## src/rtl/west_issue_ctrl.sv

```systemverilog
// West-edge issue controller: sequences load/execute/flush beats into a
// systolic tile and skews each row's stream diagonally by its row index.
module west_issue_ctrl #(
  parameter int bw  = 4,
  parameter int row = 8,
  parameter int col = 8
) (
  input  logic                clk,
  input  logic                reset,
  input  logic                start,
  input  logic                is_os,
  input  logic [7:0]          k_len,
  input  logic [7:0]          ex_len,
  input  logic                in_valid,
  input  logic [row*bw-1:0]   in_data,
  output logic                in_ready,
  output logic [row*bw-1:0]   out_w,
  output logic [row-1:0]      out_w_zero,
  output logic [row*3-1:0]    inst_w,
  output logic                busy,
  output logic                done
);

  typedef enum logic [2:0] {IDLE, LOAD, EXEC, FLUSH, DRAIN} state_e;

  localparam logic [2:0] INST_NONE  = 3'b000;
  localparam logic [2:0] INST_LOAD  = 3'b001;
  localparam logic [2:0] INST_EXEC  = 3'b010;
  localparam logic [2:0] INST_FLUSH = 3'b100;
  localparam logic [7:0] COL_LAST   = 8'(col - 1);
  localparam logic [7:0] ROW_LAST   = 8'(row - 1);

  state_e     state_q;
  logic       is_os_q;
  logic [7:0] k_len_q;
  logic [7:0] ex_len_q;
  logic [7:0] cnt_q;
  logic       done_q;

  logic       accept;
  logic [2:0] issue_inst;
  logic       issue_force_zero;

  assign in_ready = (state_q == LOAD) || (state_q == EXEC);
  assign accept   = in_ready && in_valid;
  assign busy     = (state_q != IDLE);
  assign done     = done_q;

  function automatic state_e after_exec(input logic os);
    return os ? FLUSH : DRAIN;
  endfunction

  function automatic state_e after_load(input logic [7:0] ex, input logic os);
    return (ex != 8'd0) ? EXEC : after_exec(os);
  endfunction

  always_comb begin
    // NOTE: every always_comb output gets a default first so no path infers a latch.
    issue_inst       = INST_NONE;
    issue_force_zero = 1'b0;
    unique case (state_q)
      LOAD: begin
        issue_inst       = in_valid ? INST_LOAD : INST_NONE;
        issue_force_zero = !in_valid;
      end
      EXEC: begin
        issue_inst       = in_valid ? INST_EXEC : INST_NONE;
        issue_force_zero = !in_valid;
      end
      FLUSH: begin
        issue_inst       = INST_FLUSH;
        issue_force_zero = 1'b1;
      end
      DRAIN:   issue_force_zero = 1'b1;
      default: ;
    endcase
  end

  // One shared 8-bit counter tracks beats within whichever phase is active.
  always_ff @(posedge clk) begin
    // NOTE: sequential state uses non-blocking assignments so every register samples pre-edge values.
    if (reset) begin
      state_q  <= IDLE;
      is_os_q  <= 1'b0;
      k_len_q  <= 8'd0;
      ex_len_q <= 8'd0;
      cnt_q    <= 8'd0;
      done_q   <= 1'b0;
    end else begin
      done_q <= 1'b0;
      unique case (state_q)
        IDLE: if (start) begin
          is_os_q  <= is_os;
          k_len_q  <= k_len;
          ex_len_q <= ex_len;
          cnt_q    <= 8'd0;
          state_q  <= (k_len != 8'd0) ? LOAD : after_load(ex_len, is_os);
        end
        LOAD: if (in_valid) begin
          if (cnt_q == k_len_q - 8'd1) begin
            cnt_q   <= 8'd0;
            state_q <= after_load(ex_len_q, is_os_q);
          end else begin
            cnt_q <= cnt_q + 8'd1;
          end
        end
        EXEC: if (in_valid) begin
          if (cnt_q == ex_len_q - 8'd1) begin
            cnt_q   <= 8'd0;
            state_q <= after_exec(is_os_q);
          end else begin
            cnt_q <= cnt_q + 8'd1;
          end
        end
        FLUSH: begin
          if (cnt_q == COL_LAST) begin
            cnt_q   <= 8'd0;
            state_q <= DRAIN;
          end else begin
            cnt_q <= cnt_q + 8'd1;
          end
        end
        DRAIN: begin
          if (cnt_q == ROW_LAST) begin
            cnt_q   <= 8'd0;
            state_q <= IDLE;
            done_q  <= 1'b1;
          end else begin
            cnt_q <= cnt_q + 8'd1;
          end
        end
        default: state_q <= IDLE;
      endcase
    end
  end

  // Row r keeps only its own slice, delayed through r+1 registers: {inst, zero, data}.
  for (genvar r = 0; r < row; r++) begin : g_row
    logic [bw-1:0] elem;
    logic          elem_zero;
    logic [bw+3:0] dly_q [r+1];

    assign elem      = accept ? in_data[r*bw +: bw] : '0;
    assign elem_zero = issue_force_zero || (accept && (elem == '0));

    always_ff @(posedge clk) begin
      // NOTE: the skew array is reset on purpose: an aborted job must not leak beats into the tile.
      if (reset) begin
        for (int k = 0; k <= r; k++) dly_q[k] <= '0;
      end else begin
        dly_q[0] <= {issue_inst, elem_zero, elem};
        for (int k = 1; k <= r; k++) dly_q[k] <= dly_q[k-1];
      end
    end

    assign out_w[r*bw +: bw] = dly_q[r][bw-1:0];
    assign out_w_zero[r]     = dly_q[r][bw];
    assign inst_w[r*3 +: 3]  = dly_q[r][bw+3:bw+1];
  end

endmodule
```

## config.mk

```make
export PLATFORM = sky130hd
export DESIGN_NAME = west_issue_ctrl
export DESIGN_NICKNAME = d
export VERILOG_FILES = /design/src/rtl/west_issue_ctrl.sv
export SDC_FILE = /design/constraint.sdc
export NUM_CORES = 1
export LEC_CHECK = 0
export ABC_AREA = 1
export BUFFER_PORTS_ARGS = -buffer_cell sky130_fd_sc_hd__buf_2
export CAP_MARGIN = 20
export CELL_PAD_IN_SITES_DETAIL_PLACEMENT = 2
export CELL_PAD_IN_SITES_GLOBAL_PLACEMENT = 2
export CORE_MARGIN = 5
export CORE_UTILIZATION = 25
export DETAILED_ROUTE_END_ITERATION = 7
export HOLD_SLACK_MARGIN = 0.1
export PLACE_DENSITY_LB_ADDON = 0.1
export SLEW_MARGIN = 20
export SYNTH_ARGS = -nofsm -noshare
export SYNTH_HDL_FRONTEND = slang
export SYNTH_SLANG_ARGS = --single-unit
```

## constraint.sdc

```tcl
create_clock -name clk -period 4.7 [get_ports clk]
set_input_delay 0.94 -clock clk [delete_from_list [all_inputs] [get_ports clk]]
set_output_delay 0.94 -clock clk [all_outputs]
set_load 0.02 [all_outputs]
```

**Yosys cells after proc, flatten, opt, wreduce, memory -nomap -nowiden**

Memories as Yosys holds them, arrays and structs flattened.
Index checks and enable logic that the tools add are counted.

- Output and inout bits: 67
- Flip-flop bits (word level): 29
- Memory bits (writable): 288
- Memories kept: 8
- Word-level logic and storage cells: 180

Memories:

| name | words | bits a word | read ports | clocked after Yosys merged registers in | write ports | line | source |
|---|---|---|---|---|---|---|---|
| g_row[7].dly_q | 8 | 8 | 8 | 0 | 8 | 141 | `logic [bw+3:0] dly_q [r+1];` |
| g_row[6].dly_q | 7 | 8 | 7 | 0 | 7 | 141 |  |
| g_row[5].dly_q | 6 | 8 | 6 | 0 | 6 | 141 |  |
| g_row[4].dly_q | 5 | 8 | 5 | 0 | 5 | 141 |  |
| g_row[3].dly_q | 4 | 8 | 4 | 0 | 4 | 141 |  |
| g_row[2].dly_q | 3 | 8 | 3 | 0 | 3 | 141 |  |
| 2 more memories | -- | -- | -- | -- | -- | -- |  |

- Reductions and logical operators: 40
- Equal/unequal tests: 14
- Bitwise operators: 36
- Muxes and demuxes: 73
- Add/subtract/negate cells: 3

Operators with widths:

| operator | number |
|---|---|
| $mux W8 | 42 |
| $mux W3 | 12 |
| $or A1 B1 Y1 | 35 |
| $logic_not A4 Y1 | 8 |
| $mux W4 | 8 |
| $pmux W8 S4 | 1 |
| $reduce_bool A8 Y1 | 3 |
| $eq A8 B8 Y1 | 2 |
| $sub A8 B1 Y8 const B | 2 |
| $pmux W3 S5 | 1 |
| $ne A2 B2 Y1 const B | 5 |
| $logic_and A1 B1 Y1 | 9 |
| $logic_or A1 B1 Y1 | 9 |
| $pmux W3 S3 | 1 |
| $add A8 B1 Y8 const B | 1 |
| $eq A8 B3 Y1 const B | 1 |
| $reduce_or A8 Y1 | 1 |
| $reduce_and A7 Y1 | 1 |
| $eq A3 B2 Y1 const B | 2 |
| $mux W1 | 6 |
| $reduce_or A2 Y1 | 3 |
| $ne A2 B1 Y1 const B | 2 |
| $reduce_and A4 Y1 | 1 |
| $reduce_bool A4 Y1 | 1 |
| other kinds (9) | 9 |

**Logic depth before layout (Yosys ltp)**

- Depth in word-level cells: 8
- Mapped depth: 16
- Gate-level depth less buffers: 16

**Least setup slack after synthesis**

No wires, ideal clock.

- Path type: input port to flip-flop
- Start point: in reset
- End point: mem g_row[3].dly_q[0][0] (netlist bit)
- Path buffers: 3
- Setup slack: 2.822 ns
- Arrival time: 1.750 ns
- Required time: 4.572 ns
- Stages on the path: 4
- Path through: clkbuf_1 > clkbuf_1 > clkbuf_1 > nor2_1

RTL lines:

| item | line | source |
|---|---|---|
| start, declared | 9 | `input logic reset,` |
| end, declared | 141 |  |

**Worst setup path in the final report**

- Start point: reg state_q[0]
- End point: out in_ready

- Cells in the longest elaborated chain, start to end: 2
- Elaborated cells on any way between the ends: 3

RTL lines:

| item | line | source |
|---|---|---|
| start, declared | 33 | `state_e state_q;` |
| start signal, assigned | 97 | `state_q <= (k_len != 8'd0) ? LOAD : after_load(ex_len, is_os);` |
| start signal, assigned | 102 | `state_q <= after_load(ex_len_q, is_os_q);` |
| start signal, assigned | 110 | `state_q <= after_exec(is_os_q);` |
| $eq A3 B1 Y1 or $eq A3 B2 Y1 (tied branches) | 44 | `assign in_ready = (state_q == LOAD) \|\| (state_q == EXEC);` |
| $logic_or A1 B1 Y1 * | 44 |  |
| end, declared | 16 | `output logic in_ready,` |

Mark *: on every way between the ends. The rest lies on a longest branch, timed or not.

==> flow_summary.toml <==
[run_status]
status = "complete, no violations"

[final_layout]
multiInputGateArea_mm2 = 0.002198
fillCellCount = 3807
layout-drive-gt1-share_pct = 17.27
final_util_pct = 30.23
finish.instance_area_mm2 = 0.009787
syn2layout_area_growth_pct = 20.28
fin_nets = 1134
seqCellArea_mm2 = 0.004664

[clocking]
cts-htree-levels = 1
postCtsResizedCells = 0
cts_setup_buffers = 0
cts_tree = "built"
hold_buffers = 0
cts_root_buf = "clkbuf_16"
numCtsBuffers = 28
cts.sinks = 233
clk_pin_slew_ns = 0.06
clkLatencyLatePin_ns = 0.54
cts.path.max_buffers = 3

[grt]
overflow = 0
antenna_found_initial = 2
grt_pass1_vias = 6357
grt_pass1_wl_um = 32190
grt_use_total_pct = 10.85
grt_max_degree = 170

[timing]
finalHoldViolCount = 0
timing.final.ws_setup_ns = 2.012
tightest_slew_ns = 0.9782
clock_skew_ns = 0.008654
rsz0062_at_grt = "false"
tns_ns = 0
layout_min_cycle_time_ns = 2.688
fmax_ghz = 0.3720
setup_viol = 0
slew_headroom_pct = 34.63
report.final.slew_viol_count = 0
min_period_over_period_pct = 57.20

[yosys]
netlist_instances = 1013
synth_seq_area_share_pct = 57.33
synth.largest_area_cell = "dfxtp_1"
syn_area_mm2 = 0.008137
synth.area.top_cells = "dfxtp_1 57%, nor2_1 11%, inv_1 9.1%"
synth_nets = 1069
ys.warnings.count = 0
synth_seq_cells = 233
avgSynthCellArea_um2 = 8.032
netlist-cell-type-count = 30
synth_top_area_share_pct = 57.33

[setup_path]
r2r_slack_ns = 2.44
end_kind = "output port"
rr_startpoint = "state_q[1]"
critical_path_class = "reg2out"
required_ns = 3.76
r2r-end = "ex_len_q[0]"
reg2regPathDepth = 6
crit_path_max_fanout = 4
worstSetupStartpointType = "register"
arrival_ns = 1.75

[routing]
dr.pass1.iters = 4
routed_wl_um = 19580
drc = 0
initialDrtViolationCount = 128
wl_per_cell_um = 12.69
num_vias = 6020
via_per_inst = 3.901
drtAntennaViolNets = 0

[placed_design]
post-place-ws_ns = 2.308
gp_congestion = 0.7102
port-buffer-count = 119
dpl.hpwl_um = 13290
detailed_place.area_mm2 = 0.008800

[worst_hold_path]
min_path_type = "reg2reg"
hp-start = "g_row[4].dly_q[0][8]"
holdPathEnd = "g_row[4].dly_q[0][16]"
hold_path_depth = 2

[floorplanning]
die_h_um = 190.4
start_util_pct = 25.14
num_rows = 66
dieWidth_um = 190.4
dieArea_mm2 = 0.03625
ioPinCount = 120
core-area_mm2 = 0.03237

[pwr]
pwr-share-comb_pct = 18.4
p_switching_mw = 1.653
irDropWorstVdd_mv = 0.2715
p_sw_share_pct = 30.09
pwr-share-seq_pct = 40.7
p_per_area_mw_per_mm2 = 561.3
p_leak_nw = 4.171
internal_power_mw = 3.840
pwr-share-clk_pct = 40.9

[flow_run]
cap_violations = 0
==> synth_stat cells, drive strengths merged <==
library cell	n
nor3	4
nand4	4
clkbuf	28
xor2	8
dfxtp	233
nand2	124
buf	57
a21oi	38
xnor2	7
nor2	239
ha	3
a31oi	1
nor4	12
and2	1
o211ai	1
inv	203
o21ai	21
nand3	29
==> critical path: stages, from the launching register on <==
cell     delay (ns)
dfxtp_1        0.40
inv_2          0.07
nor3_2         0.31
inv_2          0.10
nand2_2        0.14
buf_2          0.19
==> kinds of logic after synthesis <==
group	Yosys count	share of synthesized area, %
compound gates	61	4.075
buf+inv	288	15.70
flops	233	57.33
simple gates	413	20.82
xor+xnor	15	1.615
fa+ha+maj	3	0.4614
==> worst max-delay path by stage <==
stage,start,to,cells past startpoint
2_1_floorplan,reset,g_row[3].dly_q[0][0],4
3_3_place_gp,start,ex_len_q[0],4
3_5_place_dp,start,ex_len_q[0],4
4_1_cts,state_q[0],in_ready,5
5_1_grt,state_q[1],in_ready,5
6_report,state_q[0],in_ready,5
==> registers in the layout (all words and copies together), names as in the netlist <==
signal,flops
state_q,3
done,1
ex_len_q,8
k_len_q,8
is_os_q,1
g_row.dly_q,204
cnt_q,8
==> stage by stage <==
step                power [mW]  std cells  hold slack [ns]
finish                   5.493       1543           0.3999
global route             5.860       1542           0.4168
CTS                      5.639       1542           0.4048
detailed placement       3.323       1490           0.3979
global placement         3.297       1490           0.3888
floorplan                3.000       1013           0.3883
==> per-layer routing <==
layer / vias up / global-route usage, % / wire length, um
met5: - / 0 / 32
li1: 3053 / - / -
met3: 36 / 2.984 / 1181
met4: 4 / 3.232 / 404
met2: 106 / 17.73 / 8715
met1: 2821 / 14.05 / 9247
==> power by group through the flow <==
stage	clock network, mW	registers, mW	logic, mW
after floorplan	0	2.26	0.739
after global placement	0	2.28	1.02
after detailed placement	0	2.28	1.04
after CTS	2.36	2.24	1.04
after global routing	2.43	2.26	1.17
final	2.25	2.24	1.01
==> layout make-up <==
cell class	instances	share of cell area, %
timing repair buffer	120	6.354
inverter	203	7.786
antenna	1	0.02557
sequential	233	47.66
multi-input combinational	492	22.46
tap	442	5.651
clock inverter	13	1.662
clock buffer	39	8.399
==> cells in the final DEF, fill, tap and decap left out, types with 8 or more instances in the layout <==
master     instances
clkbuf_8           8
clkbuf_16         28
o21ai_0           20
nor4_1            12
inv_1            197
nand2_1          121
buf_2            118
dfxtp_1          233
a21oi_1           36
nand3_1           27
xor2_1             8
nor2_1           234
Note: power is estimated with default switching activity, not from simulation.
